[src/rtl/uart_pkg.sv]
// Shared UART types and constants.
//   parity_mode_e : parity_mode_i encoding (0 none, 1 even, 2 odd, 3 none)
//   stop_bits_e   : stop_bits_i encoding (0 -> 1, 1 -> 1.5, 2 -> 2, 3 -> 1)
//   rx_state_e    : receiver FSM states
//   MIN_WORD_LEN  : smallest supported data-bit count
package uart_pkg;

    localparam int MIN_WORD_LEN = 5;

    typedef enum logic [1:0] {
        PAR_NONE     = 2'd0,
        PAR_EVEN     = 2'd1,
        PAR_ODD      = 2'd2,
        PAR_NONE_ALT = 2'd3
    } parity_mode_e;

    typedef enum logic [1:0] {
        STOP_1     = 2'd0,
        STOP_1P5   = 2'd1,
        STOP_2     = 2'd2,
        STOP_1_ALT = 2'd3
    } stop_bits_e;

    typedef enum logic [2:0] {
        IDLE,
        START,
        DATA,
        PARITY,
        STOP,
        BRK_WAIT
    } rx_state_e;

endpackage

[src/rtl/uart_sync.sv]
// Multi-flop synchronizer for an asynchronous single-bit input.
//   clk_i : destination clock
//   rst_i : asynchronous active-high reset; all flops load ResetVal
//   d_i   : asynchronous input
//   q_o   : synchronized output (Stages cycles of latency)
module uart_sync #(
    parameter int   Stages   = 2,
    parameter logic ResetVal = 1'b1
) (
    input  logic clk_i,
    input  logic rst_i,
    input  logic d_i,
    output logic q_o
);

    logic [Stages-1:0] sync_reg;

    always_ff @(posedge clk_i or posedge rst_i) begin
        if (rst_i) begin
            sync_reg <= {Stages{ResetVal}};
        end else begin
            sync_reg <= {sync_reg[Stages-2:0], d_i};
        end
    end

    assign q_o = sync_reg[Stages-1];

endmodule

[src/rtl/uart_rx_cfg.sv]
// UART receiver with runtime frame format (5..MaxWordLength data bits,
// none/even/odd parity, 1/1.5/2 stop bits), 3-sample majority voting,
// false-start rejection and parity/framing/break detection.
//   clk_i, rst_i   : clock, asynchronous active-high reset
//   rx_i           : asynchronous serial line, idle high
//   sample_tick_i  : one-cycle enable at Oversample x baud
//   word_len_i, parity_mode_i, stop_bits_i : frame format, latched at start
//   rx_done_tick_o : one-cycle pulse when dout_o and the flags are updated
//   dout_o         : received word, right-justified
//   parity_err_o, frame_err_o, break_o : status of the last frame
//   busy_o         : receiver not idle
module uart_rx_cfg
    import uart_pkg::*;
#(
    parameter int MaxWordLength = 9,
    parameter int Oversample    = 16,
    parameter int SyncStages    = 2
) (
    input  logic                     clk_i,
    input  logic                     rst_i,
    input  logic                     rx_i,
    input  logic                     sample_tick_i,
    input  logic [3:0]               word_len_i,
    input  logic [1:0]               parity_mode_i,
    input  logic [1:0]               stop_bits_i,
    output logic                     rx_done_tick_o,
    output logic [MaxWordLength-1:0] dout_o,
    output logic                     parity_err_o,
    output logic                     frame_err_o,
    output logic                     break_o,
    output logic                     busy_o
);

    localparam int TcW  = $clog2(2 * Oversample);
    localparam int CntW = $clog2(MaxWordLength + 1);

    localparam logic [TcW-1:0] TcS0  = TcW'(Oversample / 2 - 1);
    localparam logic [TcW-1:0] TcS1  = TcW'(Oversample / 2);
    localparam logic [TcW-1:0] TcDec = TcW'(Oversample / 2 + 1);
    localparam logic [TcW-1:0] TcBit = TcW'(Oversample - 1);

    logic rxs;

    uart_sync #(
        .Stages   (SyncStages),
        .ResetVal (1'b1)
    ) u_sync (
        .clk_i (clk_i),
        .rst_i (rst_i),
        .d_i   (rx_i),
        .q_o   (rxs)
    );

    rx_state_e              state_reg, state_next;
    logic [TcW-1:0]         tc_reg, tc_next;
    logic [CntW-1:0]        cnt_reg, cnt_next;
    logic [CntW-1:0]        wl_reg, wl_next;
    parity_mode_e           par_reg, par_next;
    stop_bits_e             stop_reg, stop_next;
    logic [MaxWordLength-1:0] sr_reg, sr_next;
    logic                   samp_a_reg, samp_a_next;
    logic                   samp_b_reg, samp_b_next;
    logic                   dpar_reg, dpar_next;   // running XOR of data bits
    logic                   zero_reg, zero_next;   // every bit so far was 0
    logic                   perr_reg, perr_next;
    logic                   ferr_reg, ferr_next;
    logic                   brk_reg, brk_next;
    logic                   done_reg, done_next;
    logic [MaxWordLength-1:0] dout_reg, dout_next;
    logic                   perr_out_reg, perr_out_next;
    logic                   ferr_out_reg, ferr_out_next;
    logic                   brk_out_reg, brk_out_next;

    // Position inside the current bit; in the 2-stop case tc runs across
    // both stop bits, so the second one is folded back onto 0..Oversample-1.
    logic           in_stop2;
    logic [TcW-1:0] pos;
    logic           maj;
    logic           dec_tick;
    logic           bit_end;
    logic           par_en;
    logic [TcW-1:0] stop_last;

    assign in_stop2 = (tc_reg >= TcW'(Oversample));
    assign pos      = in_stop2 ? (tc_reg - TcW'(Oversample)) : tc_reg;
    assign maj      = (samp_a_reg & samp_b_reg) | (samp_a_reg & rxs) | (samp_b_reg & rxs);
    assign dec_tick = sample_tick_i && (pos == TcDec);
    assign bit_end  = sample_tick_i && (tc_reg == TcBit);
    assign par_en   = (par_reg == PAR_EVEN) || (par_reg == PAR_ODD);

    always_comb begin
        case (stop_reg)
            STOP_1P5: stop_last = TcW'(3 * Oversample / 2 - 1);
            STOP_2:   stop_last = TcW'(2 * Oversample - 1);
            default:  stop_last = TcW'(Oversample - 1);
        endcase
    end

    // New bits enter at position wl-1 and everything below shifts right,
    // so after wl bits the word is right-justified with zero MSBs.
    logic [MaxWordLength-1:0] sr_shift;
    for (genvar gi = 0; gi < MaxWordLength; gi++) begin : g_shift
        if (gi == MaxWordLength - 1) begin : g_top
            assign sr_shift[gi] = (wl_reg == CntW'(gi + 1)) ? maj : 1'b0;
        end else begin : g_body
            assign sr_shift[gi] = (wl_reg == CntW'(gi + 1)) ? maj :
                                  (wl_reg >  CntW'(gi + 1)) ? sr_reg[gi + 1] : 1'b0;
        end
    end

    always_comb begin
        state_next    = state_reg;
        tc_next       = tc_reg;
        cnt_next      = cnt_reg;
        wl_next       = wl_reg;
        par_next      = par_reg;
        stop_next     = stop_reg;
        sr_next       = sr_reg;
        samp_a_next   = samp_a_reg;
        samp_b_next   = samp_b_reg;
        dpar_next     = dpar_reg;
        zero_next     = zero_reg;
        perr_next     = perr_reg;
        ferr_next     = ferr_reg;
        brk_next      = brk_reg;
        done_next     = 1'b0;
        dout_next     = dout_reg;
        perr_out_next = perr_out_reg;
        ferr_out_next = ferr_out_reg;
        brk_out_next  = brk_out_reg;

        if (state_reg != IDLE && sample_tick_i) begin
            tc_next = tc_reg + TcW'(1);
            if (pos == TcS0) samp_a_next = rxs;
            if (pos == TcS1) samp_b_next = rxs;
        end

        case (state_reg)
            IDLE: begin
                tc_next = '0;
                if (!rxs) begin
                    state_next = START;
                    if (word_len_i < 4'(MIN_WORD_LEN)) begin
                        wl_next = CntW'(MIN_WORD_LEN);
                    end else if (word_len_i > 4'(MaxWordLength)) begin
                        wl_next = CntW'(MaxWordLength);
                    end else begin
                        wl_next = CntW'(word_len_i);
                    end
                    par_next  = parity_mode_e'(parity_mode_i);
                    stop_next = stop_bits_e'(stop_bits_i);
                    sr_next   = '0;
                    cnt_next  = '0;
                    dpar_next = 1'b0;
                    zero_next = 1'b1;
                    perr_next = 1'b0;
                    ferr_next = 1'b0;
                    brk_next  = 1'b0;
                end
            end
            START: begin
                if (dec_tick && maj) begin
                    state_next = IDLE;   // glitch: silently drop back
                    tc_next    = '0;
                end else if (bit_end) begin
                    state_next = DATA;
                    tc_next    = '0;
                    cnt_next   = '0;
                end
            end
            DATA: begin
                if (dec_tick) begin
                    sr_next   = sr_shift;
                    dpar_next = dpar_reg ^ maj;
                    if (maj) zero_next = 1'b0;
                end
                if (bit_end) begin
                    tc_next = '0;
                    if (cnt_reg == wl_reg - CntW'(1)) begin
                        state_next = par_en ? PARITY : STOP;
                    end else begin
                        cnt_next = cnt_reg + CntW'(1);
                    end
                end
            end
            PARITY: begin
                if (dec_tick) begin
                    perr_next = dpar_reg ^ maj ^ (par_reg == PAR_ODD);
                    if (maj) zero_next = 1'b0;
                end
                if (bit_end) begin
                    state_next = STOP;
                    tc_next    = '0;
                end
            end
            STOP: begin
                if (dec_tick && (!in_stop2 || stop_reg == STOP_2)) begin
                    if (!maj) ferr_next = 1'b1;
                    if (!in_stop2) brk_next = zero_reg & ~maj;
                end
                if (sample_tick_i && tc_reg == stop_last) begin
                    done_next     = 1'b1;
                    dout_next     = brk_reg ? '0 : sr_reg;
                    perr_out_next = perr_reg;
                    ferr_out_next = ferr_reg;
                    brk_out_next  = brk_reg;
                    state_next    = brk_reg ? BRK_WAIT : IDLE;
                    tc_next       = '0;
                end
            end
            BRK_WAIT: begin
                tc_next = '0;
                if (rxs) state_next = IDLE;
            end
            default: begin
                state_next = IDLE;
                tc_next    = '0;
            end
        endcase
    end

    always_ff @(posedge clk_i or posedge rst_i) begin
        if (rst_i) begin
            state_reg    <= IDLE;
            tc_reg       <= '0;
            cnt_reg      <= '0;
            wl_reg       <= '0;
            par_reg      <= PAR_NONE;
            stop_reg     <= STOP_1;
            sr_reg       <= '0;
            samp_a_reg   <= 1'b0;
            samp_b_reg   <= 1'b0;
            dpar_reg     <= 1'b0;
            zero_reg     <= 1'b0;
            perr_reg     <= 1'b0;
            ferr_reg     <= 1'b0;
            brk_reg      <= 1'b0;
            done_reg     <= 1'b0;
            dout_reg     <= '0;
            perr_out_reg <= 1'b0;
            ferr_out_reg <= 1'b0;
            brk_out_reg  <= 1'b0;
        end else begin
            state_reg    <= state_next;
            tc_reg       <= tc_next;
            cnt_reg      <= cnt_next;
            wl_reg       <= wl_next;
            par_reg      <= par_next;
            stop_reg     <= stop_next;
            sr_reg       <= sr_next;
            samp_a_reg   <= samp_a_next;
            samp_b_reg   <= samp_b_next;
            dpar_reg     <= dpar_next;
            zero_reg     <= zero_next;
            perr_reg     <= perr_next;
            ferr_reg     <= ferr_next;
            brk_reg      <= brk_next;
            done_reg     <= done_next;
            dout_reg     <= dout_next;
            perr_out_reg <= perr_out_next;
            ferr_out_reg <= ferr_out_next;
            brk_out_reg  <= brk_out_next;
        end
    end

    assign rx_done_tick_o = done_reg;
    assign dout_o         = dout_reg;
    assign parity_err_o   = perr_out_reg;
    assign frame_err_o    = ferr_out_reg;
    assign break_o        = brk_out_reg;
    assign busy_o         = (state_reg != IDLE);

endmodule

[config.mk]
export PLATFORM = sky130hd
export DESIGN_NAME = uart_rx_cfg
export DESIGN_NICKNAME = d
export VERILOG_FILES = /design/src/rtl/uart_pkg.sv /design/src/rtl/uart_sync.sv /design/src/rtl/uart_rx_cfg.sv
export SDC_FILE = /design/constraint.sdc
export NUM_CORES = 1
export LEC_CHECK = 0
export ABC_AREA = 1
export BUFFER_PORTS_ARGS = -buffer_cell sky130_fd_sc_hd__buf_2
export CAP_MARGIN = 25
export CORE_MARGIN = 3
export CORE_UTILIZATION = 43
export CTS_BUF_LIST = sky130_fd_sc_hd__clkbuf_8 sky130_fd_sc_hd__clkbuf_16
export CTS_CLUSTER_SIZE = 30
export DETAILED_ROUTE_END_ITERATION = 6
export PLACE_DENSITY = 0.65
export REMOVE_ABC_BUFFERS = 1
export SLEW_MARGIN = 5
export SYNTH_ARGS = -nofsm -noshare
export SYNTH_HDL_FRONTEND = slang
export SYNTH_SLANG_ARGS = --single-unit
[constraint.sdc]
create_clock -name clk_i -period 5.07 [get_ports clk_i]
set_clock_uncertainty 0.2 [all_clocks]
set_input_delay 0.7605 -clock clk_i [delete_from_list [all_inputs] [get_ports clk_i]]
set_output_delay 0.7605 -clock clk_i [all_outputs]
set_load 0.02 [all_outputs]
### Word level (Yosys, flattened, before mapping)

Cells that the tools add are included.

* register bits after elaboration: 51
* input port bits: 12
* output and inout bits: 14
* word-level logic and storage cells: 178

* add/sub/neg operators: 4
* order comparisons: 11
* equal/unequal tests: 41
* mux-type cells: 64
* bitwise gates (word level): 10
* reductions and logical operators: 28

Operators with widths (number)
* $mux W3: 10
* $mux W1: 29
* $mux W4: 7
* $mux W9: 3
* $ne A2 B2 Y1 const B: 13
* $mux W5: 5
* $pmux W3 S6: 1
* $pmux W9 S2: 1
* $eq A4 B3 Y1 const B: 4
* $gt A4 B3 Y1 const B: 4
* $eq A5 B4 Y1 const B: 3
* $pmux W5 S3: 1
* $pmux W4 S3: 1
* $reduce_and A4 Y1: 3
* $pmux W1 S2: 5
* $pmux W5 S2: 1
* $eq A4 B2 Y1 const B: 2
* $eq A4 B4 Y1 const B: 2
* $gt A4 B2 Y1 const B: 2
* $gt A4 B4 Y1 const B: 2
* $reduce_and A2 Y1: 4
* $reduce_bool A2 Y1: 4
* $reduce_and A7 Y1: 1
* $eq A3 B2 Y1 const B: 2
* 29 further kinds: 48

### Depth between registers and ports, before layout

* word-level depth: 8
* gate-level depth with buffers: 14
* gate-level depth less buffers: 14

### Cells and area by module

Synthesis repeated with hierarchy kept, for this count alone.

* cells, all modules: 349
* area, all modules: 2795.2 µm²

Modules (own cells, without submodules)
* uart_rx_cfg: instances 1, cells an instance 346, area each 2738.9 µm², seq. area each 1226.2 µm²
* uart_sync: instances 1, cells an instance 3, area each 56.3 µm², seq. area each 52.6 µm²

### Worst setup path before layout

Ideal clock, no wire load.

* path kind: input-to-reg
* start: in sample_tick_i
* end: reg dout_reg[0] (netlist: dout_o[0])
* library setup time: 118 ps
* data arrival time: 1611 ps
* data required time: 4752 ps
* setup slack: 3141 ps
* cell stages on the path: 8
* buffers on the path: 1
* path through: inv_1 > a21oi_1 > nand3_1 > nor3_4 > inv_2 > buf_6 > nand2_1 > o21ai_2

* longest elaborated chain between the ends: 2

Ends and longest elaborated chain
* from (decl): line uart_rx_cfg.sv:22 `input logic sample_tick_i,`
* $logic_and A1 B1 Y1: line uart_rx_cfg.sv:201 `if (sample_tick_i && tc_reg == stop_last) begin`
* $reduce_and A2 Y1 (no source line)
* to (signal assigned): line uart_rx_cfg.sv:259 `dout_reg <= dout_next;`
* to (decl): line uart_rx_cfg.sv:69 `logic [MaxWordLength-1:0] dout_reg, dout_next;`

Every way passes these cells.
A chain may end at the register's enable or synchronous reset.

### Final worst setup path

* start: reg state_reg[0]
* end: out busy_o

* longest elaborated chain between the ends: 1

Ends and longest elaborated chain
* from (decl): line uart_rx_cfg.sv:54 `rx_state_e state_reg, state_next;`
* from (signal assigned): line uart_rx_cfg.sv:244 `state_reg <= state_next;`
* $reduce_bool A3 Y1: line uart_rx_cfg.sv:271 `assign busy_o = (state_reg != IDLE);`
* to (decl): line uart_rx_cfg.sv:31 `output logic busy_o`

Every way passes these cells.

==> impl_metrics.tcl <==
set metrics [dict create \
    drive_gt1_frac 0.177 \
    synth_common_cells "nand2_1 (80), inv_1 (51), dfrtp_1 (49)" \
    vias_per_cell 4.91 \
    drc 0 \
    syn-instance-count 342 \
    insertedDiodeCount 0 \
    grt.total_usage 0.160 \
    async_reset_ff_frac 1.00 \
    dp_cells 440 \
    clk_pin_slew_worst_paths_ns 0.10 \
    hp-class "flip-flop to flip-flop" \
    holdWs_ns 0.159 \
    worstSkewPairLatency_ns 0.31 \
    wl_per_cell_um 12.2 \
    reg2reg_depth 14 \
    worstMarginPinSlew_ns 0.423 \
    r2r_start "wl_reg[0]" \
    start_util 0.459 \
    cpMaxStageDelayCell "dfrtp_1" \
    crit_start "state_reg[0]" \
    setup_viol 0 \
    path_cells "nor2_1 > inv_2 > nor2_4 > inv_2 > buf_2" \
    fin_ws_ns 2.76 \
    finalWirelength_mm 5.45 \
    crit_path_end_kind "output port" \
    grt_pass1_wl_mm 9.67 \
    finalHoldViolCount 0 \
    hpwl_mm 4.23 \
    io_pins 26 \
    period_share 0.455 \
    clock.fmax_ghz 0.434 \
    pwr_density_cell_nw_per_um2 446 \
    rows 28 \
    drt_iter0_drc 134 \
    core_um2 6100 \
    numCtsBuffers 5 \
    cts_tree "yes" \
    crit_fanout 6 \
    dieArea_um2 7510 \
    fin_cells 448 \
    cp.arrival_ns 1.34 \
    max_slew_margin 0.717 \
    required_ns 4.11 \
    grt_max_degree 37 \
    yosys.area.top_type_share 0.438 \
    synth_top_area_cell "dfrtp_1" \
    clockBufferDepth 2 \
    synth_cell_type_count 31 \
    slowest_delay_ns 0.45 \
    synth_most_common_cell "nand2_1" \
    grt_overflow 0 \
    report.final.slew_viol_count 0 \
    root_buffer "clkbuf_8" \
    post-route-min-period_ns 2.31 \
    portBuffers 25 \
    syn_area_um2 2800 \
    ys_dominant_reg_cell "dfrtp_1" \
    ctsHtreeMaxLevel 2 \
    antenna_found_initial 0 \
    die_y_um 86.7 \
    hold_depth 0 \
    first_pass_iters 4 \
    ys_seq_area_frac 0.457 \
    min_from "u_sync.sync_reg[0]" \
    critical_path_class "flip-flop to output port" \
    leakage_nw 1.60 \
    synth_edf_count 0 \
    place.gp.congestion 0.834 \
    vias 2201 \
    setup.worst_path.start_class "flip-flop" \
    nets 396 \
    power.total_mw 1.40 \
    synthTopCellsByArea "dfrtp_1 (44%), nand2_1 (11%), inv_1 (6.8%)" \
    cpMostUsedCell "inv_2" \
    die_x_um 86.7 \
    ir_drop_uv 183 \
    grt_pass1_vias 2171 \
    avgSynthCellArea_um2 8.18 \
    cts_setup_buffers 0 \
    rsz0062_at_grt "no" \
    clock_sinks 51 \
    fin_setup_tns_ns 0 \
    area_growth_pct 11.9 \
    ys_seq_elements 51 \
    ctsResizeCount 0 \
    antenna_left 0 \
    place_ws_ns 2.93 \
    status "finished clean" \
    holdBufCountCts 0 \
    ys_warn_count 0 \
    cap_violations 0 \
]
## logic make-up after synthesis
family | after synthesis | share of synthesized area
AOI/OAI and AO/OA | 65 | 0.144
xor gates and xnor gates | 5 | 0.0156
adders and majority gates | 12 | 0.0536
buffers and inverters | 60 | 0.0840
DFF | 51 | 0.457
and+or+nand+nor | 149 | 0.245
## per-layer routing
metal,share of wire,vias to the layer above,global-route usage
met1,0.50,976,0.212
met3,0.038,13,0.0314
met5,0,-,0
met2,0.44,39,0.255
met4,0.022,0,0.0708
li1,-,1173,-
## path summary, 6_finish.rpt
kind	slack [ns]	to
setup / recovery	2.76	busy_o
hold / removal	0.16	u_sync.sync_reg[1]
setup reg to reg	3.05	cnt_reg[0]
hold reg to reg	0.16	u_sync.sync_reg[1]
max in group asynchronous	3.95	zero_reg
min in group asynchronous	0.21	cnt_reg[0]
## power by group
part	switching (mW)	internal, mW	leakage, nW
logic	0.379	0.183	0.867
clock network	0.141	0.149	0.0548
registers	0.0716	0.472	0.676
total	0.592	0.804	1.60
## critical path: cells and delay by family, from the launching register on
family	cells	cell delay (ns)
buffers and inverters	3	0.31
and+or+nand+nor	2	0.26
DFF	1	0.45
## stage by stage
step                       util  cell area, µm²
after floorplan               -            2780
after global placement    0.492            3000
after detailed placement  0.495            3020
after CTS                 0.514            3130
after global routing      0.514            3130
final                     0.514            3130
## cell type report
cell class / instances / area [µm²]
Inverter: 57 / 214
Clock inverter: 3 / 46.3
Multi-Input combinational cell: 231 / 1280
Timing Repair Buffer: 26 / 145
Fill cell: 594 / 2960
Tap cell: 75 / 93.8
Sequential cell: 51 / 1280
Clock buffer: 5 / 68.8
## placed cells by master, fill, tap and decap left out, drive strengths merged, types with 5 or more instances in the layout
| cell | netlist | final |
|---|---|---|
| a21oi | 9 | 9 |
| o22ai | 11 | 11 |
| o21ai | 32 | 32 |
| nor2 | 28 | 28 |
| dfrtp | 49 | 49 |
| nand4 | 7 | 7 |
| nand3 | 22 | 22 |
| inv | 57 | 58 |
| clkbuf | 0 | 5 |
| ha | 12 | 12 |
| nor3 | 5 | 5 |
| buf | 3 | 26 |
| nand2 | 84 | 84 |
Note: power is estimated with default switching activity, not from simulation.
